==> config.mk <==
export PLATFORM = sky130hd
export DESIGN_NAME = inputc_nvc_flat
export DESIGN_NICKNAME = d
export VERILOG_FILES = /design/src/rtl/inputc_nvc_pkg.sv /design/src/rtl/inputc_nvc_if.sv /design/src/rtl/inputc_nvc_vc_fifo.sv /design/src/rtl/inputc_nvc.sv /design/src/flat_wrapper.sv
export SDC_FILE = /design/constraint.sdc
export NUM_CORES = 1
export LEC_CHECK = 0
export CORE_ASPECT_RATIO = 0.7
export CORE_MARGIN = 3
export CORE_UTILIZATION = 42
export DETAILED_ROUTE_END_ITERATION = 12
export SLEW_MARGIN = 20
export SYNTH_ARGS = -nofsm -noshare
export SYNTH_HDL_FRONTEND = slang
export SYNTH_HIERARCHICAL = 1
export SYNTH_SLANG_ARGS = --single-unit
==> constraint.sdc <==
create_clock -name clk -period 6.3 [get_ports clk]
set_input_delay 0.63 -clock clk [delete_from_list [all_inputs] [get_ports clk]]
set_output_delay 0.63 -clock clk [all_outputs]
set_load 0.005 [all_outputs]
==> src/rtl/inputc_nvc_pkg.sv <==
// inputc_pkg: flit/port codes, flit field offsets and per-VC FSM states shared by the input channel
package inputc_pkg;

    typedef enum logic [2:0] {
        FT_NONE     = 3'd0,
        FT_HEAD     = 3'd1,
        FT_BODY     = 3'd2,
        FT_TAIL     = 3'd3,
        FT_HEADTAIL = 3'd4
    } flit_t;

    localparam logic [2:0] P_N = 3'd0;
    localparam logic [2:0] P_E = 3'd1;
    localparam logic [2:0] P_S = 3'd2;
    localparam logic [2:0] P_W = 3'd3;
    localparam logic [2:0] P_L = 3'd4;

    typedef enum logic [1:0] {
        ST_IDLE,
        ST_WAIT,
        ST_ACTIVE
    } state_t;

    // Flit layout from the MSB down: 3-bit type, dst x, dst y, payload.
    function automatic int type_lsb(input int dataw);
        return dataw - 3;
    endfunction

    function automatic int x_lsb(input int dataw, input int arrayw);
        return dataw - 3 - arrayw;
    endfunction

    function automatic int y_lsb(input int dataw, input int arrayw);
        return dataw - 3 - 2 * arrayw;
    endfunction

endpackage

==> src/rtl/inputc_nvc_if.sv <==
// inputc_nvc_if: upstream link and switch-allocator signals of one physical input port
interface inputc_nvc_if #(
    parameter int DATAW = 32,
    parameter int NVC   = 2
);
    localparam int VW = $clog2(NVC);

    logic [DATAW-1:0] idata;
    logic             ivalid;
    logic [VW-1:0]    ivch;
    logic [NVC-1:0]   ordy;
    logic [NVC-1:0]   oack;
    logic [NVC-1:0]   olck;
    logic             req;
    logic [2:0]       port;
    logic [VW-1:0]    ovch;
    logic [DATAW-1:0] odata;
    logic             ovalid;
    logic             grt;
    logic [5*NVC-1:0] irdy;
    logic [5*NVC-1:0] ilck;

    modport master (
        output idata, ivalid, ivch, grt, irdy, ilck,
        input  ordy, oack, olck, req, port, ovch, odata, ovalid
    );

    modport slave (
        input  idata, ivalid, ivch, grt, irdy, ilck,
        output ordy, oack, olck, req, port, ovch, odata, ovalid
    );

endinterface

==> src/rtl/inputc_nvc_vc_fifo.sv <==
// vc_fifo: per-VC flit FIFO; a push on a full FIFO is taken only when a pop happens the same cycle
module vc_fifo #(
    parameter int DW    = 32,
    parameter int DEPTH = 4
) (
    input  logic          clk,
    input  logic          rst,
    input  logic          push_i,
    input  logic          pop_i,
    input  logic [DW-1:0] wdata_i,
    output logic [DW-1:0] rdata_o,
    output logic          full_o,
    output logic          empty_o
);
    localparam int AW = $clog2(DEPTH);

    logic [DW-1:0] mem_q [DEPTH];
    logic [AW-1:0] wp_q, rp_q;
    logic [AW:0]   cnt_q;
    logic          wr, rd;

    assign full_o  = cnt_q == (AW+1)'(DEPTH);
    assign empty_o = cnt_q == '0;
    assign rdata_o = mem_q[rp_q];
    assign wr      = push_i && (!full_o || pop_i);
    assign rd      = pop_i && !empty_o;

    always_ff @(posedge clk) begin
        if (rst) begin
            wp_q  <= '0;
            rp_q  <= '0;
            cnt_q <= '0;
        end else begin
            if (wr) begin
                mem_q[wp_q] <= wdata_i;
                wp_q        <= wp_q + 1'b1;
            end
            if (rd) rp_q <= rp_q + 1'b1;
            cnt_q <= cnt_q + (AW+1)'(wr) - (AW+1)'(rd);
        end
    end

endmodule

==> src/rtl/inputc_nvc.sv <==
// inputc_nvc: NVC-channel router input port with per-VC XY routing, packet FSMs and
// round-robin multiplexing onto the single switch-allocator request
module inputc_nvc
    import inputc_pkg::*;
#(
    parameter int DATAW  = 32,
    parameter int NVC    = 2,
    parameter int DEPTH  = 4,
    parameter int ARRAYW = 4,
    parameter int PCHID  = 0
) (
    input  logic              clk,
    input  logic              rst,
    inputc_nvc_if.slave       bus,
    input  logic [ARRAYW-1:0] my_xpos,
    input  logic [ARRAYW-1:0] my_ypos,
    output logic              err
);
    localparam int VW = $clog2(NVC);
    localparam int TL = type_lsb(DATAW);
    localparam int XL = x_lsb(DATAW, ARRAYW);
    localparam int YL = y_lsb(DATAW, ARRAYW);

    state_t           state_q [NVC];
    state_t           state_d [NVC];
    logic [2:0]       route_q [NVC];
    logic [2:0]       route_d [NVC];
    logic [DATAW-1:0] head    [NVC];
    logic [NVC-1:0]   push, pop, drop, full, empty, elig;
    logic [VW-1:0]    ptr_q, ptr_d, sel;
    logic             found, gnt, err_q, err_d;

    function automatic logic [2:0] xy_route(input logic [ARRAYW-1:0] dx, dy, mx, my);
        return dx > mx ? P_E : dx < mx ? P_W : dy > my ? P_S : dy < my ? P_N : P_L;
    endfunction

    for (genvar v = 0; v < NVC; v++) begin : g_vc
        assign push[v] = bus.ivalid && bus.ivch == VW'(v) && bus.idata[TL +: 3] != FT_NONE;
        vc_fifo #(.DW(DATAW), .DEPTH(DEPTH)) u_fifo (
            .clk     (clk),
            .rst     (rst),
            .push_i  (push[v]),
            .pop_i   (pop[v]),
            .wdata_i (bus.idata),
            .rdata_o (head[v]),
            .full_o  (full[v]),
            .empty_o (empty[v])
        );
    end

    // Search starts at the round-robin pointer so the last winner goes to the back.
    always_comb begin
        elig  = '0;
        found = 1'b0;
        sel   = '0;
        for (int v = 0; v < NVC; v++)
            elig[v] = state_q[v] == ST_ACTIVE && !empty[v] && bus.irdy[int'(route_q[v]) * NVC + v];
        for (int k = 0; k < NVC; k++)
            if (!found && elig[(int'(ptr_q) + k) % NVC]) begin
                found = 1'b1;
                sel   = VW'((int'(ptr_q) + k) % NVC);
            end
    end

    assign gnt   = bus.grt && found;
    assign ptr_d = !gnt ? ptr_q : sel == VW'(NVC - 1) ? '0 : sel + 1'b1;

    always_comb begin
        state_d = state_q;
        route_d = route_q;
        pop     = '0;
        drop    = '0;
        for (int v = 0; v < NVC; v++) begin
            case (state_q[v])
                ST_IDLE: if (!empty[v]) begin
                    if (head[v][TL +: 3] == FT_HEAD || head[v][TL +: 3] == FT_HEADTAIL) begin
                        route_d[v] = xy_route(head[v][XL +: ARRAYW], head[v][YL +: ARRAYW], my_xpos, my_ypos);
                        state_d[v] = ST_WAIT;
                    end else begin
                        pop[v]  = 1'b1;
                        drop[v] = 1'b1;
                    end
                end
                ST_WAIT: if (!bus.ilck[int'(route_q[v]) * NVC + v]) state_d[v] = ST_ACTIVE;
                ST_ACTIVE: if (gnt && sel == VW'(v)) begin
                    pop[v] = 1'b1;
                    if (head[v][TL +: 3] == FT_TAIL || head[v][TL +: 3] == FT_HEADTAIL) state_d[v] = ST_IDLE;
                end
                default: state_d[v] = ST_IDLE;
            endcase
        end
    end

    // Overflow: a push that finds its FIFO full with no pop to make room is lost.
    assign err_d = err_q | (|drop) | (|(push & full & ~pop));

    always_ff @(posedge clk) begin
        if (rst) begin
            ptr_q <= '0;
            err_q <= 1'b0;
            for (int v = 0; v < NVC; v++) begin
                state_q[v] <= ST_IDLE;
                route_q[v] <= P_N;
            end
        end else begin
            ptr_q   <= ptr_d;
            err_q   <= err_d;
            state_q <= state_d;
            route_q <= route_d;
        end
    end

    always_comb begin
        bus.olck = '0;
        for (int v = 0; v < NVC; v++) bus.olck[v] = state_q[v] == ST_ACTIVE;
    end

    assign bus.ordy   = ~full;
    assign bus.oack   = pop;
    assign bus.req    = found;
    assign bus.port   = found ? route_q[sel] : P_N;
    assign bus.ovch   = sel;
    assign bus.ovalid = gnt;
    assign bus.odata  = gnt ? head[sel] : '0;
    assign err        = err_q;

endmodule

==> src/flat_wrapper.sv <==
// flat-port wrapper written by rule: the top's interface ports become plain ports
module inputc_nvc_flat import inputc_pkg::*;
#(
    parameter int DATAW  = 32,
    parameter int NVC    = 2,
    parameter int DEPTH  = 4,
    parameter int ARRAYW = 4,
    parameter int PCHID  = 0
)
  (clk, rst, my_xpos, my_ypos, err, bus_idata, bus_ivalid, bus_ivch, bus_grt, bus_irdy, bus_ilck, bus_ordy, bus_oack, bus_olck, bus_req, bus_port, bus_ovch, bus_odata, bus_ovalid);
  inputc_nvc_if #(.DATAW(DATAW), .NVC(NVC)) bus_i ();
  input  logic clk;
  input  logic rst;
  input  logic [ARRAYW-1:0] my_xpos;
  input  logic [ARRAYW-1:0] my_ypos;
  output logic err;
  input wire logic [$bits(bus_i.idata)-1:0] bus_idata;
  input wire logic [$bits(bus_i.ivalid)-1:0] bus_ivalid;
  input wire logic [$bits(bus_i.ivch)-1:0] bus_ivch;
  input wire logic [$bits(bus_i.grt)-1:0] bus_grt;
  input wire logic [$bits(bus_i.irdy)-1:0] bus_irdy;
  input wire logic [$bits(bus_i.ilck)-1:0] bus_ilck;
  output wire logic [$bits(bus_i.ordy)-1:0] bus_ordy;
  output wire logic [$bits(bus_i.oack)-1:0] bus_oack;
  output wire logic [$bits(bus_i.olck)-1:0] bus_olck;
  output wire logic [$bits(bus_i.req)-1:0] bus_req;
  output wire logic [$bits(bus_i.port)-1:0] bus_port;
  output wire logic [$bits(bus_i.ovch)-1:0] bus_ovch;
  output wire logic [$bits(bus_i.odata)-1:0] bus_odata;
  output wire logic [$bits(bus_i.ovalid)-1:0] bus_ovalid;
  assign bus_i.idata = bus_idata;
  assign bus_i.ivalid = bus_ivalid;
  assign bus_i.ivch = bus_ivch;
  assign bus_i.grt = bus_grt;
  assign bus_i.irdy = bus_irdy;
  assign bus_i.ilck = bus_ilck;
  assign bus_ordy = bus_i.ordy;
  assign bus_oack = bus_i.oack;
  assign bus_olck = bus_i.olck;
  assign bus_req = bus_i.req;
  assign bus_port = bus_i.port;
  assign bus_ovch = bus_i.ovch;
  assign bus_odata = bus_i.odata;
  assign bus_ovalid = bus_i.ovalid;
  inputc_nvc #(.DATAW(DATAW), .NVC(NVC), .DEPTH(DEPTH), .ARRAYW(ARRAYW), .PCHID(PCHID)) u_core (.clk(clk), .rst(rst), .bus(bus_i), .my_xpos(my_xpos), .my_ypos(my_ypos), .err(err));
endmodule
# Word level (Yosys, flattened, before mapping)
# Memory sizes are Yosys's and may differ from the RTL's. A register that Yosys moved wholly into a read port is not among the register bits.
# Index checks and enable logic that the tools add are counted.
[totals]
ff_bits = 26
ramBits = 256
input_bits = 65
word_cells = 178
mem_count = 2
[memory_table]
columns = ["name", "depth", "word_bits", "rd", "rd_clocked_by_memory_dff", "wr", "line_no", "text"]
rows = [
  ["u_core.g_vc[0].u_fifo.mem_q", 4, 32, 1, 1, 1, "inputc_nvc_vc_fifo.sv:17", "logic [DW-1:0] mem_q [DEPTH];"],
  ["u_core.g_vc[1].u_fifo.mem_q", 4, 32, 1, 1, 1, "inputc_nvc_vc_fifo.sv:17", ""],
]
[op_classes]
n_addsub = 11
order_cmp = 13
eq_ne = 22
mux = 68
bitwise_logic = 12
reduce_logical = 38
[op_table]
columns = ["op", "n"]
rows = [
  ["32-bit 2-to-1 mux", 4],
  ["3-bit 2-to-1 mux", 12],
  ["32-bit by 6-bit less-than comparator with 1-bit output (second input constant)", 1],
  ["1-bit 2-to-1 mux", 30],
  ["2-bit 2-to-1 mux", 14],
  ["4-bit greater-than comparator", 4],
  ["1-bit logical AND", 16],
  ["4-bit less-than comparator", 4],
  ["3-bit == test (second input constant)", 4],
  ["2-bit by 1-bit inequality test with 1-bit output (second input constant)", 6],
  ["2-bit one-hot mux with 3 select lines", 2],
  ["5-bit AND reduction", 2],
  ["2-bit by 1-bit adder with 2-bit output (second input constant)", 4],
  ["1-bit binary-select mux with 4-bit select", 2],
  ["2-bit inequality test (second input constant)", 4],
  ["3-bit by 1-bit adder with 3-bit output", 2],
  ["1-bit binary-select mux with 3-bit select", 2],
  ["3-bit by 1-bit == test with 1-bit output (second input constant)", 2],
  ["3-bit by 2-bit == test with 1-bit output (second input constant)", 2],
  ["3-bit logical NOT", 2],
  ["1-bit logical OR", 6],
  ["3-bit AND reduction", 2],
  ["3-bit by 1-bit subtractor with 3-bit output", 2],
  ["4-bit by 1-bit adder with 5-bit output (second input constant)", 1],
  ["other kinds (18)", 34],
]

# Longest topological paths before layout
# Gate-level depths: netlist of run 1.
[logic_depth]
word_depth = 20
ltp_mapped = 18
depth_no_buf = 15

# Modules after synthesis
# Netlist of run 1, hierarchy kept.
[modules_own_cells]
columns = ["mod", "instances", "cells_each", "area_each_um2", "seq_area_each_um2"]
rows = [
  ["vc_fifo (u_core.g_vc[0].u_fifo)", 1, 218, 5078.6, 4023.9],
  ["vc_fifo (u_core.g_vc[1].u_fifo)", 1, 218, 5076.1, 4023.9],
  ["inputc_nvc", 1, 193, 1632.8, 240.2],
]

# Worst setup path before layout of run 1
# No wires, ideal clock.
[synth_timing]
kind = "reg-to-reg"
startpoint = "register (tool-made name)"
endpoint = "memory u_core.g_vc[1].u_fifo.mem_q[0][0], enable pin"
setup_time_ns = 0.468
arrival_time_ns = 4.746
setup_slack_ns = 1.086
stages_incl_launch_ff = 11
synth_period_minus_slack_ns = 5.214
cell_sequence = "dfxtp_1 > buf_2 > buf_2 > mux4_2 > nand2b_1 > a21oi_1 > or4_1 > nand2b_1 > o21a_1 > inv_1 > nor3b_1"
[synth_lines]
columns = ["item", "line_no"]
rows = [
  ["to (decl)", "inputc_nvc_vc_fifo.sv:17"],
]

==> results of run 1 <==
## layout make-up
cell class	count	area, um2
fillers	2180	12830
repair buffers	122	1189
flip-flops and latches	286	8293
inverters	37	138.9
clock buffers	34	754.5
clock inverters	17	229.0
well taps	364	455.4
multi-input cells	281	3262
## kinds of logic after synthesis
group,share of synthesized area (%)
compound gates,5.276
xor+xnor,0.4458
fa+ha+maj,3.312
buf+inv,2.420
flops,70.31
mux,13.75
simple gates,4.490
## layer usage
metal | share of wire [%] | track usage (%) | routed length (um) | vias to the layer above
li1 | - | - | - | 2803
met1 | 45 | 24.05 | 11110 | 3135
met2 | 47 | 26.11 | 11550 | 179
met3 | 5.5 | 3.633 | 1346 | 40
met4 | 2.0 | 3.357 | 489 | 4
met5 | 0.14 | 0 | 34 | -
## synthesized netlist by cell type, drive strengths merged, types with 2 or more instances
| cell type | n | area share, % |
|---|---|---|
| a32oi | 2 | 0.15 |
| nand3 | 3 | 0.13 |
| inv | 37 | 1.2 |
| nor2 | 23 | 0.73 |
| or3 | 2 | 0.11 |
| o31ai | 3 | 0.19 |
| fa | 2 | 0.34 |
| nand4b | 3 | 0.22 |
| nor3b | 8 | 0.51 |
| o21ai | 7 | 0.30 |
| edfxtp | 256 | 65 |
| a21oi | 11 | 0.50 |
| nor3 | 5 | 0.21 |
| mux2 | 2 | 0.25 |
| and4 | 4 | 0.32 |
| nand2b | 14 | 0.74 |
| nand3b | 3 | 0.19 |
| o211a | 2 | 0.17 |
| buf | 22 | 1.1 |
| and3b | 2 | 0.15 |
| or3b | 2 | 0.15 |
| clkbuf | 3 | 0.096 |
| ha | 28 | 3.0 |
| a221oi | 4 | 0.30 |
| dfxtp | 30 | 5.1 |
| mux4 | 66 | 13 |
| o22ai | 2 | 0.11 |
| a22o | 32 | 2.4 |
| nand2 | 3 | 0.096 |
| nor2b | 12 | 0.64 |
| xnor2 | 2 | 0.15 |
| o21a | 5 | 0.32 |
| xor2 | 4 | 0.30 |
| or4 | 2 | 0.13 |
| mux2i | 10 | 0.85 |
## metrics by stage
step	std cells	hold slack, ns	utilization [%]
after CTS	1141	0.4893	52.75
final	1141	0.4835	52.75
after floorplan	629	0.4591	-
after global placement	1090	0.4751	49.12
after global routing	1141	0.5138	52.75
after detailed placement	1090	0.4802	49.12
## power breakdown
group          internal [uW]  leakage, uW  switching (uW)  total [uW]
registers               2140      0.00256             106        2250
clock network           1060     0.000472             692        1750
logic                    410      0.00170             346         756
## path summary, 6_finish.rpt
check / startpoint / endpoint / slack, ns / cells past startpoint
hold reg to reg: u_core/g_vc[1].u_fifo/rp_q[1] / register / 0.48 / 2
setup reg to reg: register / u_core/g_vc[1].u_fifo/cnt_q[2] / 2.14 / 15
hold / removal: u_core/g_vc[1].u_fifo/rp_q[1] / register / 0.48 / 2
setup / recovery: register / u_core/g_vc[1].u_fifo/cnt_q[2] / 2.14 / 15
## critical path: cells and delay by family (launching register included)
kind            cells  cell delay (ns)
compound gates      2             0.31
xor+xnor            1             0.16
fa+ha+maj           3             0.83
buf+inv             3             0.26
flops               1             0.94
mux                 1             0.45
simple gates        5             1.10
## registers in the layout, indices dropped and copies added, names as in the netlist, named ones only
signal	cells
u_core/err	1
u_core/g_vc.u_fifo/cnt_q	6
u_core/g_vc.u_fifo/mem_q	256
u_core/g_vc.u_fifo/rp_q	4
u_core/g_vc.u_fifo/wp_q	4
u_core/ptr_q	1
u_core/route_q	6
u_core/state_q	4
==> impl_metrics.yaml, run 1 <==
final_layout:
  nets: 852
  diodes: 0
  final_common_cell: "edfxtp_1"
  drive_gt1_share_pct: 18.40
  postLayoutCellArea_um2: 14320
  area_growth_pct: 21.49
  final_cell_mix: "edfxtp_1 (256), clkdlybuf4s50_1 (109), mux4_2 (65)"
placed_design:
  dp_hpwl_um: 15060
  placed_cell_area_um2: 13340
  numPortBuffers: 109
  place_congestion: 0.8051
  pre_cts_slack_ns: 1.891
die:
  ios: 110
  die_y_um: 146.2
  row_count: 50
  die-area_um2: 30140
  core_area_um2: 27150
  initial_core_util_pct: 43.41
  die_w_um: 206.2
power:
  p_leak_uw: 0.004732
  p_total_uw: 4760
  power_density_nw_per_um2: 332.3
  irDropWorstVdd_mv: 0.2009
drt:
  routedWlPerCell_um: 21.49
  via_per_inst: 5.400
  routed_wl_um: 24520
  antenna_left: 0
  first_iter_violations: 368
  drc: 0
  num_vias: 6161
  drt_first_pass_iters: 5
critical_path:
  arrival_ns: 4.63
  crit_slowest_cell: "dfxtp_2"
  crit_required_ns: 6.77
  crit_top_cell: "inv_1"
  path_max_fanout: 32
  cp-end-kind: "register"
  cp_cell_sequence: "mux4_2 > nand2b_1 > a21oi_1 > or4_1 > nand2b_1 > o21a_1 > inv_1 > ha_1 > inv_1 > ha_1 > inv_1 > fa_1 > xor2_1 > and2_2 > nor3_1"
  setup.worst_path.class: "register to register"
  critPathLaunchType: "register"
  slowest_delay_ns: 0.94
clock_network:
  clkLatencyLatePin_ns: 0.54
  hold_buffers: 0
  cts_buffers: 29
  cts_tree: "yes"
  clk_pin_slew_ns: 0.06
  cts_root_buf: "clkbuf_16"
  cts.path.max_buffers: 3
  cts_resized: 0
  clock-sinks: 286
  htreeDepth: 1
  cts_setup_buffers: 0
yosys:
  synth_edf_count: 256
  syn_avg_cell_area_um2: 18.74
  syn-cell-area_um2: 11790
  async_flop_share_pct: 0
  ys.warnings.count: 6
  ys_ff_latch: 286
  ys_seq_area_share_pct: 70.31
  synth_nets: 724
  synth_ff_type: "edfxtp_1"
  netlist_instances: 629
  synth_cell_type_count: 56
sta:
  setup_viol: 0
  setup_tns_ns: 0
  worst_pin_slew_ns: 0.9960
  min_period_over_period_pct: 66.02
  slew_headroom_pct: 33.60
  max_freq_ghz: 0.2404
  maxSlewViolCount: 0
  fin_crit_ns: 4.160
  skew_ns: 0.01891
  grt_setup_unrepaired: "false"
  report.final.hold_viol_count: 0
  worst_slack_ns: 2.140
global_route:
  antenna_found_initial: 2
  grt_pass1_vias: 6502
  grt-ovfl-total: 0
  grt_pass1_wl_um: 38090
  grt_max_degree: 43
  grt.total_usage_pct: 16.56
min_path:
  min_path_type: "register to register"
status:
  run_status: "completed"
run:
  maxCapViolCount: 0
Power figures use the tool's default switching activity.
==> run 2, diff against run 1 <==
==> constraint.sdc (replaced) <==
create_clock -name clk -period 3.51 [get_ports clk]
set_input_delay 0.351 -clock clk [delete_from_list [all_inputs] [get_ports clk]]
set_output_delay 0.351 -clock clk [all_outputs]
set_load 0.005 [all_outputs]
==> run 2 against run 1 <==
  * Die area did not move
  * Worst hold slack improved by 0.0057 ns
  * Global-route usage rose by 1.1 points
  * Combinational power rose by 110%
  * Register-to-register slack got worse by 2.0 ns
  * Core utilization rose by 1.4 points
  * Critical path depth fell by 7
  * First-iteration DRC count rose by 24%
  * Worst setup slack got worse by 2.0 ns
==> impl_metrics.yaml, run 2 (synthesized netlist as in run 1, its figures left out) <==
critical_path:
  setup.worst_path.class: "register to output port"
  critPathLaunchType: "register"
  arrival_ns: 3.02
  r2r_setup_slack_ns: 0.15
  r2r_cells: 14
  path_delay_family: "compound AO/OA/AOI/OAI gates"
  r2r_end: "u_core/g_vc[0].u_fifo/cnt_q[2]"
  path_max_fanout: 34
  cp-end-kind: "output port"
  slowest_delay_ns: 0.54
  crit_slowest_cell: "clkdlybuf4s50_1"
  cp_num_buf_inv: 2
  crit_required_ns: 3.16
  cp_cell_sequence: "or2_2 > o22ai_1 > o211a_1 > nand2_1 > a21oi_4 > buf_12 > a22o_1 > clkdlybuf4s50_1"
global_route:
  antenna_found_initial: 1
  grt_pass1_wl_um: 40710
  grt-ovfl-total: 0
  grt_pass1_vias: 6741
  grt.total_usage_pct: 17.70
  grt_max_degree: 43
run:
  maxCapViolCount: 0
power:
  p_leak_uw: 0.004923
  irDropWorstVdd_mv: 0.3550
  power_density_nw_per_um2: 587.7
die:
  die-area_um2: 30140
  row_count: 50
  ios: 110
  die_w_um: 206.2
  die_y_um: 146.2
  core_area_um2: 27150
  initial_core_util_pct: 43.41
final_layout:
  area_growth_pct: 24.64
  nets: 874
  largest_reg_flops: 256
  drive_gt1_share_pct: 22.25
  top_regs: "u_core/g_vc.u_fifo/mem_q (256), u_core/g_vc.u_fifo/cnt_q (6), u_core/route_q (6)"
  final_common_cell: "edfxtp_1"
  final_cell_mix: "edfxtp_1 (256), clkdlybuf4s50_1 (108), mux4_2 (65)"
  diodes: 0
  num-fill-cells: 2170
  postLayoutCellArea_um2: 14690
  regMostFlops: "u_core/g_vc.u_fifo/mem_q"
min_path:
  hold_start: "rst"
  min_path_type: "input port to register"
  hold_path_end: "u_core/g_vc[1].u_fifo/cnt_q[1]"
  min_delay_path_depth: 2
drt:
  drt_first_pass_iters: 4
  routed_wl_um: 26440
  routedWlPerCell_um: 22.72
  via_per_inst: 5.521
  num_vias: 6427
  first_iter_violations: 458
  drc: 0
  antenna_left: 0
clock_network:
  cts_tree: "yes"
  cts_root_buf: "clkbuf_16"
  htreeDepth: 1
  hold_buffers: 0
  clkLatencyLatePin_ns: 0.53
  cts_buffers: 27
  clock-sinks: 286
  clk_pin_slew_ns: 0.07
  cts.path.max_buffers: 3
sta:
  maxSlewViolCount: 0
  min_period_over_period_pct: 95.92
  worst_pin_slew_ns: 1.022
  max_freq_ghz: 0.2970
  setup_tns_ns: 0
  slew_headroom_pct: 31.85
  fin_crit_ns: 3.367
  report.final.hold_viol_count: 0
  setup_viol: 0
  skew_ns: 0.009159
placed_design:
  numPortBuffers: 109
  placed_cell_area_um2: 13660
  dp_hpwl_um: 16480
  place_congestion: 0.7691
status:
  run_status: "completed"
## run 2: cell count changes in the layout (fill, tap and decap cells not counted), sizes merged
cell,previous run,this run
bufinv,5,6
clkinvlp,3,2
buf,13,38
clkinv,8,14
clkdlybuf4s50,109,108
clkbuf,34,27
## run 2: timing repair
item,in CTS,in global routing
setup buffers,0,4
hold endpoints to repair,0,0
endpoints found under the setup margin,32,34
pin swaps,0,3
gates resized for setup,4,11
## run 2: area by class of cell
cell class                      count  area [um2]  share of cell area, %
Multi-Input combinational cell    281        3358                  22.86
Inverter                           37       143.9                 0.9794
Sequential cell                   286        8298                  56.48
Tap cell                          364       455.4                  3.100
Timing Repair Buffer              146        1489                  10.13
Clock buffer                       27       675.6                  4.599
Clock inverter                     23       271.5                  1.848
## run 2: worst max-delay path by stage
stage,from,endpoint,slack [ns],cells after the start
2_1_floorplan,register,u_core/g_vc[1].u_fifo/mem_q[0][0],-0.004,10
3_3_place_gp,bus_irdy[6],u_core/g_vc[0].u_fifo/cnt_q[2],0.19,16
3_5_place_dp,register,u_core/g_vc[0].u_fifo/cnt_q[2],0.02,14
4_1_cts,register,u_core/g_vc[0].u_fifo/cnt_q[2],0.005,14
5_1_grt,register,u_core/g_vc[0].u_fifo/cnt_q[2],-0.02,14
6_report,u_core/route_q[5],bus_odata[3],0.14,8
## run 2: worst register-to-register path, delay by kind of cell (launching register included)
kind / cells / cell delay, ns
adders and majority gates: 3 / 0.90
and+or+nand+nor: 4 / 0.74
muxes: 1 / 0.53
DFF: 1 / 0.39
xor gates and xnor gates: 2 / 0.32
AOI/OAI and AO/OA: 2 / 0.27
buffers and inverters: 2 / 0.07
## run 2: layer usage
metal / global-route usage, % / share of wire, % / up-vias / wire, um
met5: 0 / 0.049 / - / 13
met4: 3.255 / 1.3 / 2 / 347
met3: 3.053 / 5.2 / 27 / 1364
met2: 28.14 / 48 / 157 / 12590
met1: 26.19 / 46 / 3393 / 12130
li1: - / - / 2848 / -
## run 2: power breakdown
part / switching (uW) / internal [uW]
registers: 112 / 3850
clock network: 1220 / 1850
logic: 763 / 844
## run 2: stage by stage
stage | hold WS, ns | total power [uW] | setup slack [ns] | util (%) | instances
floorplan | 0.4499 | 5049 | -0.003820 | - | 629
global placement | 0.4690 | 5548 | 0.1859 | 50.29 | 1110
global route | 0.5071 | 9025 | -0.01601 | 54.11 | 1164
CTS | 0.4630 | 8654 | 0.004559 | 53.84 | 1160
detailed placement | 0.4841 | 5588 | 0.02407 | 50.29 | 1110
finish | 0.4892 | 8635 | 0.1431 | 54.11 | 1164
==> run 3, diff against run 2 <==
--- a/config.mk
+++ b/config.mk
@@ -5,10 +5,13 @@
 export SDC_FILE = /design/constraint.sdc
 export NUM_CORES = 1
 export LEC_CHECK = 0
+export CELL_PAD_IN_SITES_DETAIL_PLACEMENT = 2
+export CELL_PAD_IN_SITES_GLOBAL_PLACEMENT = 2
 export CORE_ASPECT_RATIO = 0.7
 export CORE_MARGIN = 3
-export CORE_UTILIZATION = 42
+export CORE_UTILIZATION = 39
 export DETAILED_ROUTE_END_ITERATION = 12
+export PLACE_DENSITY_LB_ADDON = 0.1
 export SLEW_MARGIN = 20
 export SYNTH_ARGS = -nofsm -noshare
 export SYNTH_HDL_FRONTEND = slang
==> run 3 against run 2 <==
  * Critical path depth rose by 1
  * Global-route usage rose by 2.2 points
  * Final cell count rose by 3.6%
  * Non-clock buffer count did not move
  * Via count rose by 2.0%
  * Cell area rose by 1.2%
  * Worst setup slack got worse by 0.073 ns
  * Wire length rose by 24%
  * Sequential power barely moved
  * Core utilization fell by 3.4 points
  * Largest cell class unchanged
  * Largest power group unchanged
==> impl_metrics.yaml, run 3 (synthesized netlist as in run 1, its figures left out) <==
sta:
  setup_viol: 0
  whs_ns: 0.4564
  worst_pin_slew_ns: 1.052
  slew_headroom_pct: 29.85
  min_period_over_period_pct: 97.99
  report.final.hold_viol_count: 0
  setup_tns_ns: 0
  skew_ns: 0.02140
  fin_crit_ns: 3.439
  max_freq_ghz: 0.2907
  worst_slack_ns: 0.07055
  maxSlewViolCount: 0
run:
  maxCapViolCount: 0
drt:
  antenna_left: 0
  routedWlPerCell_um: 27.20
  num_vias: 6558
  via_per_inst: 5.438
  drt_first_pass_iters: 5
  routed_wl_um: 32810
  drc: 0
  first_iter_violations: 492
placed_design:
  dp_hpwl_um: 19650
  numPortBuffers: 109
  dp.cells: 1146
  place_congestion: 0.7259
  pre_cts_slack_ns: -0.09126
global_route:
  grt.total_usage_pct: 19.92
  grt_pass1_wl_um: 47200
  grt_max_degree: 43
  grt_pass1_vias: 7417
  grt-ovfl-total: 0
  antenna_found_initial: 1
critical_path:
  crit_top_cell: "buf_12"
  setup.worst_path.class: "register to output port"
  arrival_ns: 3.09
  cp_cell_sequence: "or2_2 > o22ai_1 > o211a_1 > nand2_1 > a21oi_4 > buf_12 > buf_12 > a22o_1 > clkdlybuf4s50_1"
  path_max_fanout: 9
  crit_slowest_cell: "clkdlybuf4s50_1"
  critPathLaunchType: "register"
  cp-end-kind: "output port"
  slowest_delay_ns: 0.53
  crit_required_ns: 3.16
die:
  die_y_um: 151.5
  row_count: 52
  initial_core_util_pct: 40.17
  core_area_um2: 29340
  die_w_um: 213.8
  die-area_um2: 32380
  ios: 110
clock_network:
  htreeDepth: 1
  clk_pin_slew_ns: 0.06
  cts_buffers: 29
  clkLatencyLatePin_ns: 0.55
  cts.path.max_buffers: 3
  clock-sinks: 286
  hold_buffers: 0
  cts_root_buf: "clkbuf_16"
  cts_tree: "yes"
final_layout:
  largest_reg_flops: 256
  final_cell_mix: "edfxtp_1 (256), clkdlybuf4s50_1 (108), mux4_2 (65)"
  area_growth_pct: 26.18
  regMostFlops: "u_core/g_vc.u_fifo/mem_q"
  drive_gt1_share_pct: 22.97
  stdcell_count: 1206
  nets: 876
  diodes: 0
  top_regs: "u_core/g_vc.u_fifo/mem_q (256), u_core/g_vc.u_fifo/cnt_q (6), u_core/route_q (6)"
  final_common_cell: "edfxtp_1"
  layout.core_utilization_pct: 50.69
power:
  power_density_nw_per_um2: 598.4
  irDropWorstVdd_mv: 0.3500
  p_leak_uw: 0.004963
min_path:
  min_path_type: "input port to register"
status:
  run_status: "completed"
[run 3: cell count changes in the layout (fill, tap and decap cells not counted), moves of 2 or more]
cell / change
buf_4: -4
clkbuf_1: +7
clkbuf_16: +5
clkbuf_8: +3
clkinv_1: -5
clkinv_2: -2
clkinv_4: -2
[run 3: stage by stage]
step	cell area, um2	power, uW
floorplan	11940	5049
global placement	13670	5582
detailed placement	13670	5679
CTS	14680	8943
global route	14870	9288
finish	14870	8901
[run 3: area by class of cell]
type / count / area, um2
clock buffer: 39 / 793.3
sequential: 286 / 8299
inverter: 37 / 143.9
tap: 405 / 506.7
timing repair buffer: 146 / 1554
multi-input combinational: 281 / 3392
clock inverter: 12 / 183.9
fill: 2593 / 14470
[run 3: routing by layer]
| metal | track usage, % | routed length, um | vias up |
|---|---|---|---|
| li1 | - | - | 2851 |
| met1 | 27.62 | 14340 | 3503 |
| met2 | 33.98 | 16480 | 160 |
| met3 | 3.252 | 1463 | 42 |
| met4 | 3.400 | 505 | 2 |
| met5 | 0 | 13 | - |
[run 3: worst paths after layout]
check,cells past startpoint,start,slack (ns),endpoint
max,9,u_core/route_q[5],0.07,bus_odata[4]
min,2,rst,0.46,u_core/g_vc[0].u_fifo/cnt_q[2]
max reg2reg,17,u_core/route_q[3],0.15,u_core/g_vc[0].u_fifo/cnt_q[2]
min reg2reg,2,u_core/g_vc[0].u_fifo/rp_q[1],0.50,register
[run 3: power breakdown]
group	internal [uW]	switching, uW	total, uW	leakage [uW]
Combinational	870	833	1700	0.00193
Clock	1940	1280	3220	0.000471
Sequential	3850	124	3970	0.00256
[run 3: timing repair]
item | in CTS | in global routing
resized for setup | 9 | 13
pin swaps | 0 | 3
setup buffers | 0 | 6
setup endpoints to repair | 34 | 33
cloned | 0 | 3
[run 3: worst max-delay path, delay by kind of cell, from the launching register on]
kind                   cells  cell delay [ns]
DFF                        1             0.39
and+or+nand+nor            2             0.45
AOI/OAI and AO/OA          4             0.88
buffers and inverters      3             0.82
==> variant (config.mk and constraints of run 1) <==
`NVC` is set to 2 in 3 places; all go to 4.
--- a/src/rtl/inputc_nvc_if.sv
+++ b/src/rtl/inputc_nvc_if.sv
@@ -2,5 +2,5 @@
 interface inputc_nvc_if #(
     parameter int DATAW = 32,
-    parameter int NVC   = 2
+    parameter int NVC   = 4
 );
     localparam int VW = $clog2(NVC);
--- a/src/rtl/inputc_nvc.sv
+++ b/src/rtl/inputc_nvc.sv
@@ -5,5 +5,5 @@
 #(
     parameter int DATAW  = 32,
-    parameter int NVC    = 2,
+    parameter int NVC    = 4,
     parameter int DEPTH  = 4,
     parameter int ARRAYW = 4,
--- a/src/flat_wrapper.sv
+++ b/src/flat_wrapper.sv
@@ -3,5 +3,5 @@
 #(
     parameter int DATAW  = 32,
-    parameter int NVC    = 2,
+    parameter int NVC    = 4,
     parameter int DEPTH  = 4,
     parameter int ARRAYW = 4,
Interface: changed (7 resized); port bits go from 110 to 138. No check against the original RTL was run, so the function may have changed too.
==> variant against run 1 <==
  * Via count up 110%
  * Sequential cell count up 285
  * Setup slack worse by 820 ps
  * Die area up 99%
  * Register-to-register slack worse by 370 ps
  * Worst hold slack about the same
  * Wire length up 140%
  * Area after synthesis up 100%
  * Power up 90%
  * Design area up 95%
  * Critical path type is now flop to output port
  * Largest cell class unchanged
==> variant: results (changes against run 1) <==
outcome - complete, no violations
syn_area_per_cell - 18.3 µm² (-2.3%)
crit path DAT - 4350 ps (-280 ps)
mux cell area share after synthesis - 16.4% (+2.6 points)
XOR/XNOR Fraction of Synth Area - 0.366% (-0.080 points)
dpl cells - 2,159 (+98%)
largest cells by area after synthesis - edfxtp_1 64%, mux4_2 12%, dfxtp_1 4.9%
sequential share of the synthesized area - 69.2% (-1.1 points)
Layout Cells excl Fill - 2,258 (+98%)
cts bufs inserted - 54 (+86%)
DR iter-0 viols - 1,045 (+180%)
dpl hpwl - 33.9 mm (+130%)
Wirelength per Cell - 26.0 µm (+21%)
Post-synth EDFFs - 512 (+100%)
Largest regs - u_core/g_vc.u_fifo/mem_q (512), u_core/g_vc.u_fifo/cnt_q (12), u_core/route_q (12)
Yosys cell types - 58 (+3.6%)
initial antenna violation count - 5 (+3)
Max FO, Critical Path - 34 (+6.3%)
largest net degree at the start of global routing - 57 (+33%)
Mapped Nets - 1,456 (+100%)
Synth Area in Compound Gates - 3.28% (-2.0 points)
count of nets after finishing - 1,625 (+91%)
slowest stage cell, crit path - buf_4
gr usage total - 19.7% (+3.1 points)
clk_lat worst skew - 590 ps (+50 ps)
CTS H-tree depth - 2 (+1)
Worst path max stage delay - 670 ps (-270 ps)
Fillers - 4,589 (+110%)
routability cong. - 0.795 (-1.2%)
max reg flops - 512 (+100%)
Vias - 12.8k (+110%)
area post-placement - 0.0262 mm² (+97%)
PortBufs - 137 (+26%)
switching pwr - 0.00233 W (+100%)
Post-synth top cells - 512 x edfxtp_1, 132 x mux4_2, 83 x mux2i_1
Hold Slack - 483 ps (-0.0590 ps)
Synth Area in Adders - 3.47% (+0.16 points)
worst rel slew slack - 44.3% (+11 points)
variant: power by group through the flow:
stage	clock network (W)	registers [W]	logic, W
finish	0.00310	0.00444	0.00150
global route	0.00335	0.00446	0.00165
CTS	0.00317	0.00444	0.00152
detailed placement	0	0.00452	0.00151
global placement	0	0.00452	0.00149
floorplan	0	0.00437	0.00112
variant: final cells by class:
| cell class | instances | area, µm² | share of cell area [%] |
|---|---|---|---|
| clock inverter | 27 | 241 | 0.866 |
| sequential | 571 | 16600 | 59.4 |
| multi-input combinational | 622 | 6890 | 24.7 |
| timing repair buffer | 166 | 1610 | 5.77 |
| tap | 740 | 926 | 3.32 |
| inverter | 60 | 225 | 0.808 |
| clock buffer | 71 | 1420 | 5.08 |
| antenna | 1 | 2.50 | 0.00898 |
variant: logic make-up after synthesis:
kind of cell	count (synthesis)
fa+ha+maj	64
buf+inv	113
simple gates	205
xor+xnor	10
flops	571
compound gates	119
mux	224
variant: layer usage:
layer	wire [µm]	track usage (%)	vias up
li1	-	-	5579
met1	27100	29.1	6750
met2	27200	30.8	354
met3	3570	3.80	65
met4	853	3.49	6
met5	44	0	-
variant: through the flow:
step | total power [W] | setup WS [ps]
after floorplan | 0.00549 | 897
after global placement | 0.00601 | 1630
after CTS | 0.00913 | 1310
final | 0.00904 | 1320
after detailed placement | 0.00603 | 1440
after global routing | 0.00946 | 1020
variant: worst paths after layout:
kind | from | end | depth (start not counted)
max | u_core/g_vc[1].u_fifo/cnt_q[1]$_SDFF_PP0_ | bus_odata[29] | 9
min | u_core/g_vc[0].u_fifo/rp_q[1]$_SDFFE_PP0P_ | flop | 2
max reg2reg | u_core/g_vc[2].u_fifo/cnt_q[1]$_SDFF_PP0_ | u_core/g_vc[2].u_fifo/cnt_q[2]$_SDFF_PP0_ | 19
min reg2reg | u_core/g_vc[0].u_fifo/rp_q[1]$_SDFFE_PP0P_ | flop | 2
variant: worst max-delay path: cells and delay by family, from the launching register on:
family | cells | cell delay [ps]
compound gates | 4 | 1110
buf+inv | 2 | 1260
flops | 1 | 360
mux | 1 | 190
simple gates | 2 | 840
